File: config.mk
export PLATFORM = sky130hd
export DESIGN_NAME = alu_seq_flat
export DESIGN_NICKNAME = d
export VERILOG_FILES = /design/src/rtl/alu_seq_if.sv /design/src/rtl/alu_seq.sv /design/src/flat_wrapper.sv
export SDC_FILE = /design/constraint.sdc
export NUM_CORES = 1
export LEC_CHECK = 0
export BUFFER_PORTS_ARGS = -buffer_cell sky130_fd_sc_hd__clkbuf_2
export CORE_AREA = 10 10 125 127
export CTS_CLUSTER_DIAMETER = 150
export DETAILED_ROUTE_END_ITERATION = 8
export DIE_AREA = 0 0 135 137
export GPL_TIMING_DRIVEN = 1
export PLACE_DENSITY = 0.81
export REMOVE_ABC_BUFFERS = 1
export SYNTH_ARGS = -nofsm -noshare
export SYNTH_HDL_FRONTEND = slang
export SYNTH_SLANG_ARGS = --single-unit
export TNS_END_PERCENT = 50
File: constraint.sdc
create_clock -name clk -period 5 [get_ports clk]
set_clock_uncertainty 0.05 [all_clocks]
set_input_delay 0.5 -clock clk [delete_from_list [all_inputs] [get_ports clk]]
set_output_delay 0.5 -clock clk [all_outputs]
set_load 0.01 [all_outputs]
File: src/rtl/alu_seq_if.sv
// Request/response bundle between the control FSM and alu_seq.
// The controller is the master; the ALU drives results and flags back.
interface alu_seq_if #(
   parameter int WIDTH = 16
);
   logic             in_valid;
   logic             in_ready;
   logic [1:0]       op;
   logic [1:0]       cond;
   logic [WIDTH-1:0] in1;
   logic [WIDTH-1:0] in2;
   logic [WIDTH-1:0] out;
   logic             out_valid;
   logic             wr_en;
   logic             eq;
   logic             neg;
   logic             flag_c;
   logic             flag_z;

   modport master (
      output in_valid, op, cond, in1, in2,
      input  in_ready, out, out_valid, wr_en, eq, neg, flag_c, flag_z
   );

   modport slave (
      input  in_valid, op, cond, in1, in2,
      output in_ready, out, out_valid, wr_en, eq, neg, flag_c, flag_z
   );
endinterface

File: src/rtl/alu_seq.sv
// Multicycle-capable ALU: single-cycle ADD/NAND/SUB, iterative shift-add MUL,
// architectural carry/zero flags and conditional write-enable evaluation.
module alu_seq #(
   parameter int WIDTH = 16
) (
   input  logic       clk,
   input  logic       reset,
   alu_seq_if.slave   bus
);

   localparam int CW = $clog2(WIDTH);

   typedef enum logic [1:0] {OP_ADD, OP_NAND, OP_SUB, OP_MUL} op_t;
   typedef enum logic {IDLE, MUL} state_t;

   state_t             state;
   logic [CW-1:0]      cnt;
   logic [2*WIDTH-1:0] acc;
   logic [2*WIDTH-1:0] mcand;
   logic [WIDTH-1:0]   mplier;
   logic               mul_met;
   logic               mul_eq;

   logic               cond_met;
   logic [WIDTH:0]     sum;
   logic [WIDTH-1:0]   alu_res;
   logic               alu_c;
   logic [2*WIDTH-1:0] mul_step;

   assign bus.in_ready = (state == IDLE);
   assign sum          = {1'b0, bus.in1} + {1'b0, bus.in2};
   assign mul_step     = mplier[0] ? acc + mcand : acc;

   // Flags seen here are the registered values, so the previous op's result
   // is already visible without forwarding.
   always_comb begin
      case (bus.cond)
         2'b00:   cond_met = 1'b1;
         2'b01:   cond_met = bus.flag_z;
         2'b10:   cond_met = bus.flag_c;
         default: cond_met = 1'b0;
      endcase
   end

   // NOTE: every output of a combinational block gets a default first so no
   // path leaves it unassigned and a latch is never inferred.
   always_comb begin
      alu_res = '0;
      alu_c   = bus.flag_c;
      case (op_t'(bus.op))
         OP_ADD: begin
            alu_res = sum[WIDTH-1:0];
            alu_c   = sum[WIDTH];
         end
         OP_NAND: alu_res = ~(bus.in1 & bus.in2);
         OP_SUB: begin
            alu_res = bus.in1 - bus.in2;
            alu_c   = (bus.in1 >= bus.in2);
         end
         default: ;
      endcase
   end

   // NOTE: state is updated with non-blocking assignments so every register
   // samples the pre-edge values regardless of statement order.
   always_ff @(posedge clk) begin
      if (reset) begin
         state         <= IDLE;
         cnt           <= '0;
         acc           <= '0;
         mcand         <= '0;
         mplier        <= '0;
         mul_met       <= 1'b0;
         mul_eq        <= 1'b0;
         bus.out       <= '0;
         bus.out_valid <= 1'b0;
         bus.wr_en     <= 1'b0;
         bus.eq        <= 1'b0;
         bus.neg       <= 1'b0;
         bus.flag_c    <= 1'b0;
         bus.flag_z    <= 1'b0;
      end else begin
         bus.out_valid <= 1'b0;
         case (state)
            IDLE: begin
               if (bus.in_valid) begin
                  if (op_t'(bus.op) == OP_MUL) begin
                     mcand   <= {{WIDTH{1'b0}}, bus.in1};
                     mplier  <= bus.in2;
                     acc     <= '0;
                     cnt     <= '0;
                     mul_met <= cond_met;
                     mul_eq  <= (bus.in1 == bus.in2);
                     state   <= MUL;
                  end else begin
                     bus.out       <= alu_res;
                     bus.out_valid <= 1'b1;
                     bus.wr_en     <= cond_met;
                     bus.eq        <= (bus.in1 == bus.in2);
                     bus.neg       <= alu_res[WIDTH-1];
                     if (cond_met) begin
                        bus.flag_c <= alu_c;
                        bus.flag_z <= (alu_res == '0);
                     end
                  end
               end
            end
            MUL: begin
               acc    <= mul_step;
               mcand  <= mcand << 1;
               mplier <= mplier >> 1;
               cnt    <= cnt + 1'b1;
               if (cnt == CW'(WIDTH - 1)) begin
                  bus.out       <= mul_step[WIDTH-1:0];
                  bus.out_valid <= 1'b1;
                  bus.wr_en     <= mul_met;
                  bus.eq        <= mul_eq;
                  bus.neg       <= mul_step[WIDTH-1];
                  if (mul_met) begin
                     bus.flag_c <= |mul_step[2*WIDTH-1:WIDTH];
                     bus.flag_z <= (mul_step[WIDTH-1:0] == '0);
                  end
                  cnt   <= '0;
                  state <= IDLE;
               end
            end
            default: state <= IDLE;
         endcase
      end
   end

endmodule

File: src/flat_wrapper.sv
// flat-port wrapper written by rule: the top's interface ports become plain ports
module alu_seq_flat 
#(
   parameter int WIDTH = 16
)
  (clk, reset, bus_in_valid, bus_op, bus_cond, bus_in1, bus_in2, bus_in_ready, bus_out, bus_out_valid, bus_wr_en, bus_eq, bus_neg, bus_flag_c, bus_flag_z);
  alu_seq_if #(.WIDTH(WIDTH)) bus_i ();
  input  logic clk;
  input  logic reset;
  input wire logic [$bits(bus_i.in_valid)-1:0] bus_in_valid;
  input wire logic [$bits(bus_i.op)-1:0] bus_op;
  input wire logic [$bits(bus_i.cond)-1:0] bus_cond;
  input wire logic [$bits(bus_i.in1)-1:0] bus_in1;
  input wire logic [$bits(bus_i.in2)-1:0] bus_in2;
  output wire logic [$bits(bus_i.in_ready)-1:0] bus_in_ready;
  output wire logic [$bits(bus_i.out)-1:0] bus_out;
  output wire logic [$bits(bus_i.out_valid)-1:0] bus_out_valid;
  output wire logic [$bits(bus_i.wr_en)-1:0] bus_wr_en;
  output wire logic [$bits(bus_i.eq)-1:0] bus_eq;
  output wire logic [$bits(bus_i.neg)-1:0] bus_neg;
  output wire logic [$bits(bus_i.flag_c)-1:0] bus_flag_c;
  output wire logic [$bits(bus_i.flag_z)-1:0] bus_flag_z;
  assign bus_i.in_valid = bus_in_valid;
  assign bus_i.op = bus_op;
  assign bus_i.cond = bus_cond;
  assign bus_i.in1 = bus_in1;
  assign bus_i.in2 = bus_in2;
  assign bus_in_ready = bus_i.in_ready;
  assign bus_out = bus_i.out;
  assign bus_out_valid = bus_i.out_valid;
  assign bus_wr_en = bus_i.wr_en;
  assign bus_eq = bus_i.eq;
  assign bus_neg = bus_i.neg;
  assign bus_flag_c = bus_i.flag_c;
  assign bus_flag_z = bus_i.flag_z;
  alu_seq #(.WIDTH(WIDTH)) u_core (.clk(clk), .reset(reset), .bus(bus_i));
endmodule
Yosys cells after proc, flatten, opt, wreduce, memory -nomap -nowiden
Index checks and enable logic that the tools add are counted.

Register bits: 109. Input bits: 39. Output and inout bits: 23. Logic and storage cells: 99.

Add/subtract/negate cells: 4. Order comparisons: 1. Equality and inequality tests: 14. Mux-type cells: 53. Bitwise gates (word level): 3. Reductions and logical operators: 10.

Operators by type and width (number): $mux W32 (5); $pmux W32 S2 (2); $mux W16 (5); $pmux W16 S2 (2); $pmux W16 S3 (1); $add A32 B32 Y32 (1); $logic_not A16 Y1 (2); $mux W1 (25); $add A16 B16 Y17 (1); $and A16 B16 Y16 (1); $eq A16 B16 Y1 (1); $ge A16 B16 Y1 (1); $not A16 Y16 (1); $pmux W1 S2 (8); $reduce_or A16 Y1 (1); $sub A16 B16 Y16 (1); $mux W4 (3); $ne A2 B2 Y1 const B (4); $pmux W4 S2 (1); $eq A2 B2 Y1 const B (3); $reduce_and A3 Y1 (2); $reduce_and A6 Y1 (1); $reduce_and A5 Y1 (1); $add A4 B1 Y4 const B (1); other kinds (8) (11).

Longest topological paths before layout
Depth after elaboration: 8. Mapped depth: 14. Mapped depth without buffers: 14.

Least setup slack after synthesis
OpenSTA, ideal clock, no wires.

Path kind: input-to-reg. From: input port bus_in2[7]. To: register u_core.bus.flag_z. Arrival: 3504 ps. Required time: 4864 ps. Path slack: 1360 ps. Stages on the path: 14. Cell sequence: inv_1 ha_1 buf_6 or4b_1 o32ai_1 a31oi_1 a221oi_2 a21oi_1 o311ai_1 xnor2_1 o22ai_1 or3b_1 or4_1 a221oi_2.

Longest elaborated chain between the ends: 8.

RTL lines: from (decl) (line flat_wrapper.sv:14) `input wire logic [$bits(bus_i.in2)-1:0] bus_in2;`; parallel branches: the longest is 2 deep, another holds $sub A16 B16 Y16; $pmux W16 S3 * (line alu_seq.sv:50) `case (op_t'(bus.op))`; $logic_not A16 Y1 * (line alu_seq.sv:103) `bus.flag_z <= (alu_res == '0);`; $mux W1 * (line alu_seq.sv:101) `if (cond_met) begin`; $mux W1 * (line alu_seq.sv:87) `if (op_t'(bus.op) == OP_MUL) begin`; $mux W1 * (line alu_seq.sv:86) `if (bus.in_valid) begin`; $pmux W1 S2 * (line alu_seq.sv:84) `case (state)`; to (signal assigned) (line alu_seq.sv:103); to (signal assigned) (line alu_seq.sv:121) `bus.flag_z <= (mul_step[WIDTH-1:0] == '0);`; to (decl) (line alu_seq_if.sv:27) `output in_ready, out, out_valid, wr_en, eq, neg, flag_c, flag_z`.

Every way passes the cells marked *. The select of a mux whose other input is x is not followed. A chain may end at the register's enable or synchronous reset.

Worst setup path in the final report
From: register u_core.mcand[0]. To: register u_core.bus.flag_c.

Longest elaborated chain between the ends: 6.

RTL lines: from (decl) (line alu_seq.sv:19) `logic [2*WIDTH-1:0] mcand;`; from (signal assigned) (line alu_seq.sv:88) `mcand <= {{WIDTH{1'b0}}, bus.in1};`; from (signal assigned) (line alu_seq.sv:110) `mcand <= mcand << 1;`; $add A32 B32 Y32 (line alu_seq.sv:32) `assign mul_step = mplier[0] ? acc + mcand : acc;`; $mux W32 (line alu_seq.sv:32); $reduce_or A16 Y1 (line alu_seq.sv:120) `bus.flag_c <= |mul_step[2*WIDTH-1:WIDTH];`; $mux W1 (line alu_seq.sv:119) `if (mul_met) begin`; $mux W1 (line alu_seq.sv:113) `if (cnt == CW'(WIDTH - 1)) begin`; $pmux W1 S2 (line alu_seq.sv:84); to (signal assigned) (line alu_seq.sv:102) `bus.flag_c <= alu_c;`; to (signal assigned) (line alu_seq.sv:120); to (decl) (line alu_seq_if.sv:27).

No other way between the ends. The select of a mux whose other input is x is not followed.

==> flow_summary.json <==
{
  "status": "completed",
  "crit_fanout": 3,
  "antenna_found_initial": 0,
  "ir_worst_vdd_v": 0.000281,
  "async_flop_share_pct": 0,
  "cts_tree": "yes",
  "io_pins": 62,
  "overflow": 0,
  "dr.pass1.iters": 6,
  "root_buffer": "clkbuf_16",
  "die_w_um": 135,
  "p_leak_nw": 3.58,
  "start_util_pct": 61.4,
  "dieArea_sq_mm": 0.0185,
  "crit_type": "reg2reg",
  "core_area_sq_mm": 0.0131,
  "startpoint_type": "flop",
  "layout-drive-gt1-share_pct": 11.0,
  "die_h_um": 137,
  "pwr-share-seq_pct": 42.4,
  "drc": 0,
  "final_area_sq_mm": 0.00866,
  "cts_setup_buffers": 0,
  "critPathLaunch": "u_core.mcand[0]",
  "synth_area_sq_mm": 0.00804,
  "slew-limit-headroom_pct": 15.0,
  "n_fill_cell": 1180,
  "clock_sinks": 108,
  "rsz0062_at_grt": "false",
  "ys_warn_count": 0,
  "ff2ff_setup_slack_ns": 1.23,
  "worstPathRequired_ns": 5.19,
  "vias_per_cell": 6.34,
  "cap_violations": 0,
  "grt_pass1_wl_um": 36900,
  "finalNetCount": 1163,
  "worstMarginPinSlew_ns": 1.27,
  "cts-htree-levels": 3,
  "worstReg2RegStart": "u_core.mcand[0]",
  "syn_to_final_growth_pct": 7.69,
  "final_common_cell": "a21oi_1",
  "port_buffers": 61,
  "drtIter0Drc": 802,
  "wire_per_inst_um": 18.3,
  "synth_edf_count": 0,
  "ys_types": 67,
  "grt_pass1_vias": 7415,
  "place_inst": 1221,
  "p_int_mw": 1.54,
  "power_frac_comb_pct": 21.5,
  "worstPathArrival_ns": 3.96,
  "critical_path.endpoint_type": "flop",
  "routed_wl_um": 22600,
  "hold_viol_final": 0,
  "row_count": 42,
  "hold_start": "bus_in2[6]",
  "cts-buffers-inserted": 9,
  "grt_start_max_net_pins": 83,
  "drv_slew": 0,
  "power.switching_uw": 656,
  "synth_flop_cell": "dfxtp_1",
  "synth_seq_area_share_pct": 26.9,
  "final_cells": 1237,
  "ctsResizeCount": 0,
  "ant_nets": 0,
  "power.share.clock_pct": 36.1,
  "vias": 7837,
  "final_cell_mix": "a21oi_1 (122), nor2_1 (106), dfxtp_1 (106)",
  "cts_buffer_depth": 2,
  "final.min_clock_period_ns": 3.77,
  "setup-violations-final": 0,
  "pwr_density_cell_mw_per_mm2": 254,
  "diodes": 0,
  "clk-insertion-delay-late_ns": 0.36,
  "fmax_mhz": 265,
  "synthCells": 1053,
  "holdBufCountCts": 0,
  "post-route-period-util_pct": 75.4,
  "synth-seq-cells": 108,
  "grt_use_total_pct": 24.1,
  "switching_share_pct": 29.8,
  "clkTransAtPathRegs_ns": 0.07,
  "gp_congestion": 0.926,
  "min-delay-path-class": "in2reg",
  "dp_hpwl_um": 16400,
  "place_area_sq_mm": 0.00833,
  "synth.avg_cell_area_sq_um": 7.64
}
[routing by layer]
metal  vias up  part of all wire (%)  GRT usage [%]
met1      3668                    45           31.0
met2       265                    47           39.5
met5         -                     0              0
li1       3851                     -              -
met3        53                   6.0           4.18
met4         0                   2.7           9.51
[worst max-delay path, cell delays in order (launching register included)]
cell       delay, ns
dfxtp_1         0.34
ha_1            0.24
fa_1            0.43
a21oi_1         0.19
o21ai_1         0.14
a21oi_1         0.33
o21ai_1         0.19
xor2_1          0.17
mux2_2          0.28
a2111o_1        0.28
a2111oi_0       0.42
o211ai_1        0.15
o41ai_1         0.34
nand3_1         0.11
[registers in the layout, indices dropped and copies added (netlist names), 4 cells and up]
| name | cells |
|---|---|
| u_core.mcand | 32 |
| u_core.acc | 32 |
| u_core.cnt | 4 |
| u_core.bus.out | 15 |
| u_core.mplier | 16 |
[power by group through the flow]
stage | clock [mW] | combinational [mW] | sequential (mW)
after global routing | 0.837 | 0.522 | 0.935
final | 0.795 | 0.473 | 0.932
after global placement | 0 | 0.460 | 0.949
after floorplan | 0 | 0.298 | 0.953
after detailed placement | 0 | 0.464 | 0.951
after CTS | 0.806 | 0.467 | 0.931
[path summary, 6_finish.rpt]
check / end / depth (start not counted)
worst max-delay path: u_core.bus.flag_c / 13
worst max register to register: u_core.bus.flag_c / 13
worst min-delay path: u_core.mplier[6] / 3
worst min register to register: u_core.mul_eq / 2
[through the flow]
stage	util, %	power, mW	TNS [ns]	hold WS (ns)	setup WS, ns
2_1_floorplan	-	1.25	-0.00185	0.376	-0.00185
3_3_place_gp	63.7	1.41	0	0.395	1.01
3_5_place_dp	63.7	1.41	0	0.399	0.955
4_1_cts	66.2	2.20	0	0.364	1.19
5_1_grt	66.2	2.29	0	0.388	0.833
6_report	66.2	2.20	0	0.367	1.23
[kinds of logic after synthesis]
logic type | after synthesis | synth area share (%)
AOI/OAI and AO/OA | 372 | 30.7
xor gates and xnor gates | 43 | 4.68
buffers and inverters | 141 | 6.88
muxes | 20 | 2.72
and+or+nand+nor | 301 | 17.3
adders and majority gates | 68 | 10.9
DFF | 108 | 26.9
[synth_stat cells (all sizes together), types with 4 or more instances]
library cell / number / area share (%)
nand3: 15 / 0.93
xor2: 15 / 1.6
ha: 65 / 10
nor2: 106 / 4.9
a211oi: 8 / 0.75
a211o: 5 / 0.54
a31oi: 10 / 0.78
a41oi: 4 / 0.44
a21oi: 122 / 7.6
o31ai: 7 / 0.65
nor4: 12 / 0.93
o211ai: 9 / 0.84
nor3: 14 / 0.87
o21ai: 62 / 3.9
o22ai: 9 / 0.70
inv: 65 / 3.0
a22oi: 33 / 3.1
a221oi: 16 / 2.0
o311ai: 7 / 0.76
or4: 4 / 0.37
nand2: 86 / 4.0
xnor2: 28 / 3.1
o21bai: 12 / 1.1
mux2: 15 / 2.1
and3: 5 / 0.39
dfxtp: 108 / 27
buf: 13 / 0.90
a21o: 9 / 0.84
o21a: 12 / 1.1
nor2b: 8 / 0.62
a311oi: 15 / 1.6
or3: 5 / 0.39
and2: 6 / 0.47
nand4: 13 / 1.0
clkbuf: 63 / 2.9
nand2b: 17 / 1.3
o221a: 10 / 1.4
mux2i: 5 / 0.62
[cell type report]
cell class | count | area [sq um] | area share (%)
multi-input cells | 804 | 5340 | 61.7
clock inverters | 3 | 68.8 | 0.795
repair buffers | 68 | 360 | 4.16
inverters | 65 | 244 | 2.82
well taps | 176 | 220 | 2.54
clock buffers | 13 | 260 | 3.01
flip-flops and latches | 108 | 2160 | 25.0
Power figures use the tool's default switching activity.
